## config.mk

```make
export PLATFORM = sky130hd
export DESIGN_NAME = seg_scan_monitor
export DESIGN_NICKNAME = d
export VERILOG_FILES = /design/src/rtl/seg_scan_monitor_pkg.sv /design/src/rtl/seg_scan_monitor_hex.sv /design/src/rtl/seg_scan_monitor.sv
export SDC_FILE = /design/constraint.sdc
export NUM_CORES = 1
export LEC_CHECK = 0
export ABC_AREA = 1
export CAP_MARGIN = 40
export CORE_MARGIN = 5
export CORE_UTILIZATION = 46
export DETAILED_ROUTE_END_ITERATION = 16
export GPL_ROUTABILITY_DRIVEN = 1
export PLACE_DENSITY_LB_ADDON = 0.08
export SLEW_MARGIN = 30
export SYNTH_ARGS = -nofsm -noshare
export SYNTH_HDL_FRONTEND = slang
export SYNTH_HIERARCHICAL = 1
export SYNTH_SLANG_ARGS = --single-unit
```

## constraint.sdc

```tcl
create_clock -name clk -period 4.9 [get_ports clk]
set_input_delay 0.98 -clock clk [delete_from_list [all_inputs] [get_ports clk]]
set_output_delay 0.98 -clock clk [all_outputs]
set_load 0.02 [all_outputs]
```

## src/rtl/seg_scan_monitor_pkg.sv

```systemverilog
// Shared constants for the multiplexed hex monitor:
// segment patterns and digit-enable polarity.
package seg_scan_monitor_pkg;

    localparam logic [7:0] SEG_BLANK = 8'hFF;

    // Active-low {g,f,e,d,c,b,a}, index = nibble value
    localparam logic [15:0][6:0] SEG_HEX = {
        7'h0E, 7'h06, 7'h21, 7'h46,
        7'h03, 7'h08, 7'h10, 7'h00,
        7'h78, 7'h02, 7'h12, 7'h19,
        7'h30, 7'h24, 7'h79, 7'h40
    };

    localparam logic DIG_ON = 1'b0;

endpackage

```

## src/rtl/seg_scan_monitor_hex.sv

```systemverilog
// Combinational nibble to active-low 7-segment pattern.
module hex_to_seg7
    import seg_scan_monitor_pkg::*;
(
    input  logic [3:0] nib,
    output logic [6:0] seg
);

    assign seg = SEG_HEX[nib];

endmodule

```

## src/rtl/seg_scan_monitor.sv

```systemverilog
// N-channel hex monitor: channel select/rotation, frame-coherent
// snapshot and multiplexed active-low 7-segment scan.
module seg_scan_monitor
    import seg_scan_monitor_pkg::*;
#(
    parameter int NUM_CH      = 4,
    parameter int DATA_W      = 32,
    parameter int NUM_DIGITS  = 8,
    parameter int REFRESH_DIV = 50000,
    parameter int AUTO_DWELL  = 200,
    localparam int SW = (NUM_CH > 1) ? $clog2(NUM_CH) : 1
) (
    input  logic                     clk,
    input  logic                     rst_n,
    input  logic [NUM_CH*DATA_W-1:0] ch_data,
    input  logic [SW-1:0]            sel,
    input  logic                     auto_mode,
    input  logic                     freeze,
    output logic [NUM_DIGITS-1:0]    enable,
    output logic [7:0]               out
);

    localparam int DW = (NUM_DIGITS > 1) ? $clog2(NUM_DIGITS) : 1;
    localparam int RW = (REFRESH_DIV > 1) ? $clog2(REFRESH_DIV) : 1;
    localparam int FW = $clog2(AUTO_DWELL + 1);
    localparam int PW = 4 * NUM_DIGITS;
    localparam logic [SW:0] NCH = (SW+1)'(NUM_CH);

    logic [RW-1:0]     rcnt;
    logic [DW-1:0]     dig;
    logic [FW-1:0]     fcnt;
    logic [SW-1:0]     auto_ch;
    logic [DATA_W-1:0] snap;
    logic [SW-1:0]     snap_ch;

    logic [DATA_W-1:0] ch_w [NUM_CH];

    for (genvar k = 0; k < NUM_CH; k++) begin : g_ch
        assign ch_w[k] = ch_data[k*DATA_W +: DATA_W];
    end

    logic              tick;
    logic              last_dig;
    logic              frame;
    logic              load;
    logic              rotate;
    logic [DW-1:0]     dig_n;
    logic [SW-1:0]     sel_c;
    logic [SW-1:0]     eff_ch;
    logic [DATA_W-1:0] snap_n;
    logic [SW-1:0]     snap_ch_n;
    logic [PW-1:0]     snap_pad;
    logic [31:0]       nib_base;
    logic [3:0]        nib;
    logic [6:0]        seg;
    logic              blank;
    logic              dp_on;

    assign tick     = (rcnt == RW'(REFRESH_DIV - 1));
    assign last_dig = (dig == DW'(NUM_DIGITS - 1));
    assign frame    = tick && last_dig;
    assign dig_n    = !tick ? dig : (last_dig ? '0 : dig + 1'b1);

    assign sel_c  = ({1'b0, sel} < NCH) ? sel : '0;
    assign eff_ch = auto_mode ? auto_ch : sel_c;
    assign load   = frame && !freeze;
    assign rotate = load && auto_mode;

    // Next-snapshot path so digit 0 shows data captured on the same edge
    assign snap_n    = load ? ch_w[eff_ch] : snap;
    assign snap_ch_n = load ? eff_ch : snap_ch;

    assign snap_pad = PW'(snap_n);
    assign nib_base = 32'({dig_n, 2'b00});
    assign nib      = snap_pad[nib_base +: 4];
    assign blank    = (nib_base >= 32'(DATA_W));
    assign dp_on    = (32'(dig_n) == 32'(snap_ch_n));

    hex_to_seg7 u_hex (
        .nib (nib),
        .seg (seg)
    );

    always_ff @(posedge clk or negedge rst_n) begin
        if (!rst_n) begin
            rcnt <= '0;
            dig  <= DW'(NUM_DIGITS - 1);
        end else begin
            rcnt <= tick ? '0 : rcnt + 1'b1;
            dig  <= dig_n;
        end
    end

    always_ff @(posedge clk or negedge rst_n) begin
        if (!rst_n) begin
            fcnt    <= '0;
            auto_ch <= '0;
        end else if (rotate) begin
            if (fcnt == FW'(AUTO_DWELL - 1)) begin
                fcnt    <= '0;
                auto_ch <= (auto_ch == SW'(NUM_CH - 1)) ? '0 : auto_ch + 1'b1;
            end else begin
                fcnt <= fcnt + 1'b1;
            end
        end
    end

    always_ff @(posedge clk or negedge rst_n) begin
        if (!rst_n) begin
            snap    <= '0;
            snap_ch <= '0;
        end else begin
            snap    <= snap_n;
            snap_ch <= snap_ch_n;
        end
    end

    always_ff @(posedge clk or negedge rst_n) begin
        if (!rst_n) begin
            enable <= {NUM_DIGITS{~DIG_ON}};
            out    <= SEG_BLANK;
        end else if (tick) begin
            enable <= DIG_ON ? (NUM_DIGITS'(1) << dig_n)
                             : ~(NUM_DIGITS'(1) << dig_n);
            out    <= {~dp_on, blank ? SEG_BLANK[6:0] : seg};
        end
    end

endmodule

```

==> results of run 1 <==
-- kinds of logic (layout without fill, tap and decap cells) --
family	after synthesis	in the layout
buffers and inverters	268	409
muxes	1	1
xor gates and xnor gates	10	10
and+or+nand+nor	542	542
DFF	79	79
AOI/OAI and AO/OA	42	42
adders and majority gates	12	12
-- state kept, by name, indices dropped and copies added, names as in the netlist --
signal / count
rcnt: 16
enable: 8
snap: 32
out: 8
auto_ch: 2
snap_ch: 2
dig: 3
fcnt: 8
-- final cells by class --
class | count | area [um^2] | area share (%)
sequential | 79 | 2000 | 25.2
clock buffer | 10 | 229 | 2.89
inverter | 234 | 881 | 11.1
timing repair buffer | 159 | 1580 | 19.9
tap | 172 | 215 | 2.71
multi-input combinational | 607 | 2920 | 36.8
clock inverter | 6 | 109 | 1.37
-- report_power, final --
group	total [mW]	internal, mW	switching, mW
Combinational	0.240	0.134	0.106
Clock	0.755	0.497	0.258
Sequential	0.654	0.654	0.000259
Total	1.65	1.28	0.365
-- synth_stat cells, drive strengths merged, types with 2 or more instances --
| cell type | count |
|---|---|
| xor2 | 8 |
| o22ai | 9 |
| nand4 | 3 |
| xnor2 | 2 |
| ha | 12 |
| nand3 | 105 |
| dfstp | 19 |
| buf | 30 |
| a21oi | 12 |
| nor3 | 7 |
| dfrtp | 60 |
| nor2 | 113 |
| clkbuf | 4 |
| nand2 | 302 |
| nand3b | 10 |
| inv | 233 |
| o21ai | 17 |
-- layer usage --
metal / track usage, % / up-vias / share of wire (%) / wire length (um)
met5: 0 / - / 0 / 0
met4: 4.00 / 0 / 1.1 / 178
met3: 3.95 / 13 / 4.3 / 700
met2: 37.9 / 112 / 51 / 8280
met1: 26.5 / 2640 / 44 / 7170
li1: - / 3089 / - / -
-- worst paths after layout --
check                                 endpoint               start  slack, ns
max in group asynchronous  fcnt[6]$_DFFE_PN0P_               rst_n       3.71
max reg2reg                 out[3]$_DFFE_PN1N_   rcnt[0]$_DFF_PN0_       1.47
max                         out[3]$_DFFE_PN1N_           auto_mode       0.76
min                         out[1]$_DFFE_PN1N_  out[1]$_DFFE_PN1N_       0.47
min in group asynchronous    rcnt[1]$_DFF_PN0_               rst_n       0.68
min reg2reg                 out[1]$_DFFE_PN1N_  out[1]$_DFFE_PN1N_       0.47
-- worst max-delay path, stage by stage --
cell	delay [ns]
clkdlybuf4s50_1	0.68
inv_4	0.10
nand2_4	0.24
nand2_2	0.31
buf_12	0.28
nand2_1	0.07
nand3_1	0.06
nand2_1	0.10
nor2_1	0.05
nor2_1	0.26
nand2_1	0.09
nand3_1	0.10
nor2_1	0.05
nor2_1	0.25
inv_1	0.17
ha_1	0.32
nand2_1	0.06
nand3_1	0.07
nand2_1	0.07
nand2_1	0.05
nand2_1	0.07
==> impl_metrics.toml, run 1 <==
[hold_path]
hold-path-cell-count = 2
holdCritPathClass = "reg2reg"

[placed_design]
place_ws_ns = 0.432
port_buffers = 149
finalWeightedCongestion = 0.841
dp.cells = 1251
hpwl_um = 12300
place_area_um2 = 7590

[timing]
rsz0062_at_grt = "false"
hold_violations = 0
fmax_mhz = 241
clock_skew_ns = 0.00782
hold_slack_ns = 0.468
slew_viol_final = 0
slew_headroom_pct = 50.9
fin_ws_ns = 0.756
worst_pin_slew_ns = 0.736
finalSetupViolations = 0
period_minus_slack_ns = 4.14
fin_crit_sh_pct = 84.6
setup_tns_ns = 0

[synthesis]
netlist.area_leader.share_pct = 25.0
synth_top_family_by_area = "simple AND/OR/NAND/NOR gates"
yosysSeqAreaShare_pct = 33.3
synthSimpleGateAreaFrac_pct = 40.1
syn_inst = 954
syn_area_um2 = 6000
synth_area_leaders = "dfrtp_1 25%, nand2_1 18%, inv_1 14%"
yosysUniqueCellTypes = 38
synth-xor-area-share_pct = 1.46
synth.ff_latch_count = 79
synth_compound_area_share_pct = 4.27
synthMuxAreaShare_pct = 0.188
synth_top_area_cell = "dfrtp_1"
synth_edf_count = 0
async_flop_share_pct = 100
synth.avg_cell_area_um2 = 6.29
synth-adder-area-share_pct = 2.50
synthFlopType = "dfrtp_1"
yosys_warnings = 6
synth_fp_nets = 1100

[layout]
diodes = 0
final_cell_mix = "284 x nand2_1, 216 x inv_1, 148 x clkdlybuf4s50_1"
area_growth_pct = 32.1
finalInstanceArea_um2 = 7930
fill_cells = 1250
finalNonFillerCells = 1267
final_common_cell = "nand2_1"
fin_util_pct = 62.3
drive_above_1_share_pct = 10.6
layout.nets = 1236

[routing]
viasPerCell = 4.62
drc = 0
dr.pass1.iters = 5
vias = 5854
finalWirelength_um = 16300
first_iter_violations = 358
wl_per_cell_um = 12.9
postRouteAntennaNets = 0

[clock_tree]
htreeDepth = 3
cts_resized = 0
post_cts_buffers = 0
insertion_delay_ns = 0.33
clk_pin_slew_worst_paths_ns = 0.05
cts_sinks = 79
cts_tree = "yes"
cts_buffer_depth = 2
cts_root_buf = "clkbuf_16"
hold_buffers = 0
cts_buffers = 9

[worst_setup_path]
crit_fanout = 50
cp.required_ns = 5.17
cp-end-kind = "flop"
start_kind = "primary input"
arrival_ns = 4.42
reg2reg_depth = 18
critical_path_class = "in2reg"

[power_and_ir_drop]
p_per_area_nw_per_um2 = 208
power.leakage_nw = 4.49
vdd_ir_drop_max_mv = 0.248
finalPower_mw = 1.65

[global_route]
grt_pass1_vias = 5567
grt_use_total_pct = 21.1
grt_start_max_net_pins = 80
grt_overflow = 0
grt_first_pass_wirelength_um = 27200
antenna_found_initial = 0

[floorplan]
core_um2 = 12700
dieHeight_um = 124
fp.dieArea_um2 = 15400
num_rows = 41
initial_core_util_pct = 47.2
die_w_um = 124
io_pins = 150

[status]
status = "complete, no violations"

[job]
max-cap-violations = 0
(Power assumes the default switching activity.)
==> run 2: changes to the inputs <==
- clock period: 4.9 -> 3.9 ns (I/O delays scaled with it)
==> run 2 against run 1 <==
Effect of this change:
- largest power group unchanged
- largest cell class unchanged
- critical path type unchanged
- die area stayed put
- wire length is 3.4% lower
- count of clock-buffer cells in the layout is 2 higher
- first-iteration DRC count shrank 15%
==> impl_metrics.toml, run 2 (synthesized netlist as in run 1, its figures left out) <==
[status]
status = "complete, no violations"

[worst_setup_path]
worst-r2r-setup-slack_ns = 0.76
crit_fanout = 68
timing.rr.start = "dig[0]$_DFF_PN1_"
cp-end-kind = "flop"
start_kind = "primary input"
cp.required_ns = 4.17
critical_path_class = "in2reg"
arrival_ns = 3.56
reg2reg_depth = 21
r2r-end = "out[0]$_DFFE_PN1N_"

[placed_design]
hpwl_um = 11900
port_buffers = 149
finalWeightedCongestion = 0.859
dp.cells = 1255

[clock_tree]
insertion_delay_ns = 0.34
htreeDepth = 3
clk_pin_slew_worst_paths_ns = 0.06
cts_buffer_depth = 2
cts_root_buf = "clkbuf_16"
cts_sinks = 79
hold_buffers = 0
cts_buffers = 9
cts_tree = "yes"
cts_resized = 0
post_cts_buffers = 0

[routing]
wl_per_cell_um = 12.4
drc = 0
first_iter_violations = 305
finalWirelength_um = 15800
viasPerCell = 4.60
vias = 5843
postRouteAntennaNets = 0
dr.pass1.iters = 5

[timing]
slew_viol_final = 0
hold_violations = 0
slew_headroom_pct = 53.0
finalSetupViolations = 0
rsz0062_at_grt = "false"
period_minus_slack_ns = 3.29
clock_skew_ns = 0.00539
worst_pin_slew_ns = 0.705
setup_tns_ns = 0
fmax_mhz = 304
fin_crit_sh_pct = 84.3

[layout]
fill_cells = 1285
largest_reg_flops = 32
layout.nets = 1240
finalNonFillerCells = 1271
area_growth_pct = 32.7
drive_above_1_share_pct = 10.8
top_register = "snap"
fin_util_pct = 62.6
seq_area_um2 = 2000
final_common_cell = "nand2_1"
largestRegisters = "snap: 32 flops, rcnt: 16 flops"
diodes = 0
multi_input_area_um2 = 2920
final_cell_mix = "284 x nand2_1, 216 x inv_1, 148 x clkdlybuf4s50_1"

[job]
max-cap-violations = 0

[hold_path]
holdCritPathClass = "in2async"

[floorplan]
die_w_um = 124
initial_core_util_pct = 47.2
core_um2 = 12700
fp.dieArea_um2 = 15400
dieHeight_um = 124
io_pins = 150
num_rows = 41

[global_route]
grt_pass1_vias = 5644
grt_first_pass_wirelength_um = 27000
grt_overflow = 0
grt_start_max_net_pins = 80
antenna_found_initial = 0
grt_use_total_pct = 20.9

[power_and_ir_drop]
p_per_area_nw_per_um2 = 246
vdd_ir_drop_max_mv = 0.224
power.leakage_nw = 4.51
run 2: changes by cell type in the layout (fill, tap and decap cells not counted):
cell       before  now
clkinv_4        1    0
clkinv_2        2    3
buf_12          1    5
clkbuf_8        0    1
bufinv_16       3    1
clkbuf_1        1    2
run 2: metal layers:
| layer | global-route usage, % | part of all wire [%] |
|---|---|---|
| met5 | 0 | 0 |
| met4 | 2.71 | 0.69 |
| met3 | 4.67 | 4.4 |
| met2 | 36.7 | 50 |
| met1 | 27.0 | 45 |
run 2: final cells by class:
class	count	share of cell area, %
Tap cell	172	2.70
Inverter	234	11.1
Clock buffer	12	3.10
Sequential cell	79	25.1
Multi-Input combinational cell	607	36.6
Timing Repair Buffer	163	20.8
Clock inverter	4	0.566
run 2: report_power, final:
| group | switching, mW | leakage [nW] | internal [mW] |
|---|---|---|---|
| clock network | 0.320 | 0.146 | 0.510 |
| registers | 0.000320 | 0.843 | 0.821 |
| logic | 0.132 | 3.52 | 0.173 |
| total | 0.452 | 4.51 | 1.50 |
run 2: worst max-delay path: stages:
cell	delay, ns
clkdlybuf4s50_1	0.68
inv_4	0.10
nand2_4	0.08
nand2_2	0.06
buf_12	0.18
nand2_1	0.10
nand2_1	0.05
o21ai_1	0.19
nor2_1	0.08
nor2_2	0.12
nand2_1	0.07
nand2_1	0.06
nor2_1	0.04
nor2_1	0.49
inv_2	0.14
nand3_1	0.12
nand2_1	0.06
nand2_1	0.07
nand2_1	0.05
run 2: worst max path at each step:
stage	startpoint	end	cells after the start
floorplan	auto_mode	out[3]$_DFFE_PN1N_	21
global placement	auto_mode	out[3]$_DFFE_PN1N_	19
detailed placement	auto_mode	out[0]$_DFFE_PN1N_	18
CTS	auto_mode	out[0]$_DFFE_PN1N_	18
global route	auto_mode	out[6]$_DFFE_PN1N_	22
finish	auto_mode	out[0]$_DFFE_PN1N_	19
run 2: metrics by stage:
stage | power [mW] | hold slack [ns] | area (um^2) | setup WS [ns]
2_1_floorplan | 0.964 | 0.432 | 6000 | 1.01
3_3_place_gp | 1.14 | 0.450 | 7670 | 0.299
3_5_place_dp | 1.14 | 0.458 | 7670 | 0.255
4_1_cts | 1.98 | 0.465 | 7960 | 0.625
5_1_grt | 2.06 | 0.483 | 7960 | 0.341
6_report | 1.96 | 0.468 | 7960 | 0.613
==> run 3: changes to the inputs <==
- clock period: 3.9 -> 3.4 ns (I/O delays scaled with it)
==> run 3 against run 2 <==
Effect of this change:
- final cell count up 1.4%
- sequential power up 15%
- combinational power up 21%
- worst hold slack worse by 0.12 ns
- flip-flop and latch count unchanged
- critical path type is now reg2reg
- critical endpoint is now out[5]$_DFFE_PN1N_
- largest power group unchanged
==> impl_metrics.toml, run 3 (synthesized netlist as in run 1, its figures left out) <==
[worst_setup_path]
cpPeakStageDelay_ns = 0.56
reg2reg_depth = 21
crit_fanout = 32
cp.required_ns = 3.68
crit_chain = "ha_1 > ha_1 > inv_1 > nor2_1 > buf_4 > nand3_1 > buf_12 > nor2_1 > nor2_2 > nand2_1 > nand3_1 > nor2_1 > nor2_1 > buf_4 > ha_1 > nand2_1 > o21ai_1 > nand2_1 > nand2_1 > nand2_1 > nand2_1"
critical_path_class = "reg2reg"
worst-r2r-setup-slack_ns = 0.41
worst_path_max_delay_cell = "dfstp_2"
crit_top_cell = "nand2_1"
arrival_ns = 3.27
start_kind = "flop"
cp-end-kind = "flop"

[timing]
clock_skew_ns = 0.00896
hold_violations = 0
rsz0062_at_grt = "false"
worst_pin_slew_ns = 0.709
slew_viol_final = 0
fin_ws_ns = 0.410
period_minus_slack_ns = 2.99
finalSetupViolations = 0
setup_tns_ns = 0
slew_headroom_pct = 52.7
fin_crit_sh_pct = 88.0
fmax_mhz = 334

[power_and_ir_drop]
vdd_ir_drop_max_mv = 0.339
power.leakage_nw = 4.61
p_per_area_nw_per_um2 = 279

[layout]
final_cell_mix = "284 x nand2_1, 216 x inv_1, 147 x clkdlybuf4s50_1"
final_common_cell = "nand2_1"
fill_cells = 1259
largestRegisters = "snap: 32 flops, rcnt: 16 flops"
diodes = 0
top_register = "snap"
layout.nets = 1258
fin_util_pct = 63.9
largest_reg_flops = 32
finalNonFillerCells = 1289
drive_above_1_share_pct = 12.4
area_growth_pct = 35.5

[clock_tree]
clk_pin_slew_worst_paths_ns = 0.06
cts_root_buf = "clkbuf_16"
post_cts_buffers = 0
cts_buffer_depth = 2
cts_resized = 0
cts_sinks = 79
hold_buffers = 0
cts_tree = "yes"
htreeDepth = 3
cts_buffers = 9
insertion_delay_ns = 0.34

[routing]
drc = 0
first_iter_violations = 346
wl_met3_um = 701
finalWirelength_um = 16300
wl_per_cell_um = 12.7
vias = 5999
top_layer_used = "met4"
dr_wl_met2_um = 7930
viasPerCell = 4.65
met1Wirelength_um = 7290
dr.pass1.iters = 5
postRouteAntennaNets = 0

[floorplan]
num_rows = 41
io_pins = 150
core_um2 = 12700
dieHeight_um = 124
die_w_um = 124
initial_core_util_pct = 47.2
fp.dieArea_um2 = 15400

[job]
max-cap-violations = 0

[placed_design]
hpwl_um = 12500
dp.cells = 1273
port_buffers = 149
finalWeightedCongestion = 0.898
place_ws_ns = -0.0560

[status]
status = "complete, no violations"

[global_route]
grt_overflow = 0
grt_first_pass_wirelength_um = 27700
antenna_found_initial = 0
grt_use_total_pct = 21.5
grt_pass1_vias = 5907
grt_start_max_net_pins = 80

[hold_path]
holdCritPathClass = "in2async"
[run 3: cell types whose count changed in the layout (fill, tap and decap cells not counted), sizes merged]
cell           delta
buf              +18
inv               +1
clkdlybuf4s50     -1
dlymetal6s2s      +1
clkbuf            -2
clkinvlp          +1
[run 3: worst paths after layout]
check	endpoint	startpoint
max in group asynchronous	fcnt[3]$_DFFE_PN0P_	rst_n
worst max register to register	out[5]$_DFFE_PN1N_	dig[0]$_DFF_PN1_
worst min register to register	out[2]$_DFFE_PN1N_	out[2]$_DFFE_PN1N_
worst max-delay path	out[5]$_DFFE_PN1N_	dig[0]$_DFF_PN1_
worst min-delay path	rcnt[1]$_DFF_PN0_	rst_n
min in group clk	out[2]$_DFFE_PN1N_	out[2]$_DFFE_PN1N_
[run 3: power by group]
group          switching [mW]  internal, mW  total [mW]
clock                   0.391         0.572       0.963
combinational           0.158         0.210       0.368
sequential           0.000331         0.942       0.942
[run 3: area by class of cell]
cell class	count	area (um^2)	share of cell area (%)
multi-input cells	607	2920	35.9
flip-flops and latches	79	2000	24.6
repair buffers	181	1820	22.4
inverters	234	881	10.8
clock buffers	10	229	2.81
well taps	172	215	2.65
clock inverters	6	68.8	0.846
[run 3: per-stage QoR]
step,instance area (um^2),power (mW),hold WS [ns]
after global routing,8140,2.38,0.412
final,8140,2.27,0.344
after global placement,7830,1.33,0.452
after detailed placement,7830,1.33,0.457
after floorplan,6000,1.11,0.384
after CTS,8130,2.30,0.395
[run 3: per-layer routing]
layer	vias up	track usage [%]
li1	3124	-
met3	28	3.73
met4	0	6.51
met1	2713	27.5
met2	134	36.9
met5	-	0
[run 3: critical path: cells and delay by family (launching register included)]
kind / cells / cell delay [ns]
compound gates: 1 / 0.08
fa+ha+maj: 3 / 0.50
buf+inv: 4 / 0.57
flops: 1 / 0.56
simple gates: 13 / 1.21
